<file path="src/rtl/reg_file_pkg.sv">
// Shared types and constants for the 16 x 16-bit processor register file.
// Optional write-through forwarding is enabled with the REGFILE_BYPASS_EN macro.
package reg_file_pkg;

    localparam int DATA_W   = 16;
    localparam int ADDR_W   = 4;
    localparam int NUM_REGS = 1 << ADDR_W;

    localparam logic [ADDR_W-1:0] R15_IDX = 4'd15;

    typedef logic [DATA_W-1:0] word_t;
    typedef word_t [NUM_REGS-1:0] regs_t;

endpackage

</file>
<file path="src/rtl/reg_file_read_port.sv">
// One combinational read port: 16:1 mux over the register array.
// With REGFILE_BYPASS_EN, in-flight writes are forwarded (R15 port wins over the general port).
module reg_file_read_port
    import reg_file_pkg::*;
(
    input  regs_t               i_regs,
    input  logic [ADDR_W-1:0]   i_addr,
    output word_t               o_data
`ifdef REGFILE_BYPASS_EN
    ,
    input  logic                i_rst,
    input  logic                i_regWrite,
    input  logic [ADDR_W-1:0]   i_wrAddr,
    input  word_t               i_wrData,
    input  logic                i_R15write,
    input  word_t               i_wrR15Data
`endif
);

`ifdef REGFILE_BYPASS_EN
    // Forwarding only applies to writes that will actually land, so reset masks it.
    always_comb begin
        o_data = i_regs[i_addr];
        if (i_rst && i_regWrite && (i_wrAddr == i_addr)) begin
            o_data = i_wrData;
        end
        if (i_rst && i_R15write && (i_addr == R15_IDX)) begin
            o_data = i_wrR15Data;
        end
    end
`else
    always_comb begin
        o_data = i_regs[i_addr];
    end
`endif

endmodule

</file>
<file path="src/rtl/reg_file.sv">
// 16 x 16-bit register file: two addressed read ports, an always-visible R15 output,
// a general write into read_op1 and a dedicated R15 write. Optional macro: REGFILE_BYPASS_EN.
module reg_file
    import reg_file_pkg::*;
(
    input  logic                clk,
    input  logic                rst,
    input  logic                regWrite,
    input  logic [ADDR_W-1:0]   read_op1,
    input  logic [ADDR_W-1:0]   read_op2,
    input  word_t               wrData,
    input  logic                R15write,
    input  word_t               wrR15_Data,
    output word_t               op1_Out,
    output word_t               op2_Out,
    output word_t               R15_Out
);

    regs_t r_regs;

    // The R15 write is applied last so it overrides a general write aimed at R15.
    always_ff @(posedge clk or negedge rst) begin
        if (!rst) begin
            r_regs <= '0;
        end else begin
            if (regWrite) begin
                r_regs[read_op1] <= wrData;
            end
            if (R15write) begin
                r_regs[R15_IDX] <= wrR15_Data;
            end
        end
    end

    reg_file_read_port u_port_op1 (
        .i_regs      (r_regs),
        .i_addr      (read_op1),
        .o_data      (op1_Out)
`ifdef REGFILE_BYPASS_EN
        ,
        .i_rst       (rst),
        .i_regWrite  (regWrite),
        .i_wrAddr    (read_op1),
        .i_wrData    (wrData),
        .i_R15write  (R15write),
        .i_wrR15Data (wrR15_Data)
`endif
    );

    reg_file_read_port u_port_op2 (
        .i_regs      (r_regs),
        .i_addr      (read_op2),
        .o_data      (op2_Out)
`ifdef REGFILE_BYPASS_EN
        ,
        .i_rst       (rst),
        .i_regWrite  (regWrite),
        .i_wrAddr    (read_op1),
        .i_wrData    (wrData),
        .i_R15write  (R15write),
        .i_wrR15Data (wrR15_Data)
`endif
    );

    reg_file_read_port u_port_r15 (
        .i_regs      (r_regs),
        .i_addr      (R15_IDX),
        .o_data      (R15_Out)
`ifdef REGFILE_BYPASS_EN
        ,
        .i_rst       (rst),
        .i_regWrite  (regWrite),
        .i_wrAddr    (read_op1),
        .i_wrData    (wrData),
        .i_R15write  (R15write),
        .i_wrR15Data (wrR15_Data)
`endif
    );

endmodule

</file>
<file path="config.mk">
export PLATFORM = sky130hd
export DESIGN_NAME = reg_file
export DESIGN_NICKNAME = d
export VERILOG_FILES = /design/src/rtl/reg_file_pkg.sv /design/src/rtl/reg_file_read_port.sv /design/src/rtl/reg_file.sv
export SDC_FILE = /design/constraint.sdc
export NUM_CORES = 1
export LEC_CHECK = 0
export ABC_AREA = 1
export CAP_MARGIN = 15
export CORE_MARGIN = 2
export CORE_UTILIZATION = 30
export CTS_CLUSTER_DIAMETER = 60
export CTS_CLUSTER_SIZE = 24
export DETAILED_ROUTE_END_ITERATION = 12
export HOLD_SLACK_MARGIN = 0.15
export PLACE_DENSITY_LB_ADDON = 0.1
export SETUP_SLACK_MARGIN = 0.2
export SYNTH_ARGS = -nofsm -noshare
export SYNTH_HDL_FRONTEND = slang
export SYNTH_SLANG_ARGS = --single-unit
</file>
<file path="constraint.sdc">
create_clock -name clk -period 1.2 [get_ports clk]
set_input_delay 0.12 -clock clk [delete_from_list [all_inputs] [get_ports clk]]
set_output_delay 0.12 -clock clk [all_outputs]
set_load 0.02 [all_outputs]
</file>
==> run summary <==
Synth Cell Area - 0.0156 mm2
vias in the first global route - 16,600
Synth warnings - 0
critical path arrival - 1740 ps
IR drop worst, VDD - 889 uV
CTS Buf Count - 35
fin crit share - 155%
synth top area cells - dfrtp_1, nand2_1, o21ai_0
Avg Vias per Cell - 4.95
clock latency on the worst-skew pair - 560 ps
initial drt markers - 1,860
# clock sinks - 256
Max FO, Critical Path - 3
Slew @ Worst Pin - 347 ps
clock-pin slew on the worst setup and hold paths - 70 ps
syn_nets - 2,505
Clk Tree Root Cell - clkbuf_16
DP HPWL - 49,500 um
Crit Path Class - reg -> out
initial antenna violation count - 2
Core Area - 0.0513 mm2
Die Wd - 232 um
chip height - 232 um
RePlAce Congestion - 0.893
Detailed Routing Iterations Pass 1 - 6
Tot GR Track Use - 27.5%
# Max-Cap Violations - 0
PD cells - 1480 mW/mm2
DIE AREA - 0.0537 mm2
Mapped Cells - 2,461
violated checks - setup timing
Starting Density - 30.3%
share of the synthesized area in the top cell type - 41.2%
Antenna diodes - 0
fin crit period - 1860 ps
R2R cell count - 4
most frequent cells in the layout - nand2_1, inv_1, dfrtp_1, o21ai_0, buf_4
outcome - finished, violations left
worst rel slew slack - 76.9%
total gr overflow - 0
Seq/Total Area, Yosys - 41.2%
final core occ - 45.1%
Final Total Pwr - 34.1 mW
hold buffers post-CTS - 1
Worst Slack Setup Final - -665 ps
final clock skew - 0 ps
fin cells - 3,461
largest net degree at the start of global routing - 54
Port Buffers - 91
Synth Register Bits - 256
post-placement cell count - 3,324
# H-tree levels - 2
first-pass GRT wire length - 109,000 um
RSZ-0062 raised after global routing - true
Distinct cells, synth - 23
routed via count - 17,100
Routed WL - 75,600 um
nets@finish - 2,799
final setup vio count - 48
Antenna Nets Post-Route - 0
Area Growth Syn to Fin - 48.7%
HP Class - in -> async
P_leak - 11.9 nW
Largest Register - r_regs
layout cell share with drive strength beyond 1 - 26.9%
number of remaining DRC errors - 0
Max Slew Vio Count - 0
FP Rows - 83
max FFs per register - 256
Critical Path RT - 1080 ps
commonest non-fill, non-tap cell in the layout - nand2_1
Final Hold Viols - 0
# IOs - 92
critical path startpoint category - flip-flop
post-synth top area cell - dfrtp_1
clock buffer depth - 3
Largest regs - r_regs (256)
Peak Freq - 0.536 GHz
CP Capture Type - output pin
WHS - 47.2 ps
Avg Inst Size Synth - 6.32 um2
CTS tree - built
drt wl/cell - 21.8 um
-- repair_timing --
action                                  in CTS  in global routing
resized for setup                          522                145
endpoints found under the hold margin      256                 20
setup buffers                               31                 21
pin swaps                                  124                 51
endpoints found under the setup margin     304                182
cloned                                       9                 12
-- power by group --
group,switching (mW),internal [mW]
combinational,5.79,4.45
sequential,1.28,10.5
clock,4.56,7.57
total,11.6,22.5
-- cell usage after synthesis --
master / n
inv_2: 7
buf_1: 12
o21ai_0: 269
buf_6: 1
nor3_2: 1
o21ai_1: 3
nand3_1: 203
clkbuf_1: 71
clkbuf_2: 1
inv_1: 280
dfrtp_1: 256
nand2_1: 1218
buf_4: 16
a21oi_1: 6
nor2_1: 6
nand4_1: 1
buf_2: 79
o22ai_1: 6
or2_2: 8
nor2_4: 2
o211ai_1: 10
nand2_2: 2
nor2_2: 3
-- layer usage --
metal  wire length (um)  track usage, %  vias to the layer above
li1                   -               -                     8136
met1              33400            38.3                     8252
met2              35100            45.1                      619
met3               4680            2.81                      117
met4               2420            8.17                        2
met5                 10               0                        -
-- layout make-up --
cell class              instances  area [um2]
clock buffers                  44         971
clock inverters                19         352
fillers                      5261       28200
inverters                     287        1100
multi-input cells            1738        8460
flip-flops and latches        256        6410
well taps                     680         851
repair buffers                437        4990
-- critical path, cell delays in order (launching register included) --
cell and delay [ps]:
dfrtp_1 420, nand2_2 120, nand2_1 70, nand2_1 80
nand2_2 100, nand2_1 90, nand2_1 60, inv_1 70
nand2_2 50, buf_6 120
-- kinds of logic (layout without fill, tap and decap cells) --
logic type	count (synthesis)	in the layout	synth area share [%]
AND/OR/NAND/NOR	1444	1444	36.8
flip-flops	256	256	41.2
AO/OA/AOI/OAI	294	294	9.66
buffers and inverters	467	787	12.3
-- stage by stage --
stage                     TNS, ps  cell area, um2  setup WS, ps
after floorplan                 0           16200           108
after global placement    -182750           19500         -1090
after detailed placement  -185050           19500         -1110
after CTS                  -23460           22200          -681
after global routing       -25410           23100          -741
final                      -22960           23100          -665
-- worst paths after layout --
kind / startpoint / end / slack (ps)
setup / recovery: r_regs[241]$_DFFE_PN0P_ / op1_Out[1] / -660
hold / removal: rst / r_regs[97]$_DFFE_PN0P_ / 50
setup reg to reg: r_regs[249]$_DFFE_PN0P_ / r_regs[249]$_DFFE_PN0P_ / 160
hold reg to reg: r_regs[127]$_DFFE_PN0P_ / r_regs[127]$_DFFE_PN0P_ / 510
max in group asynchronous: rst / r_regs[221]$_DFFE_PN0P_ / 530
min in group clk: wrR15_Data[4] / r_regs[244]$_DFFE_PN0P_ / 200
Note: power is estimated with default switching activity, not from simulation.
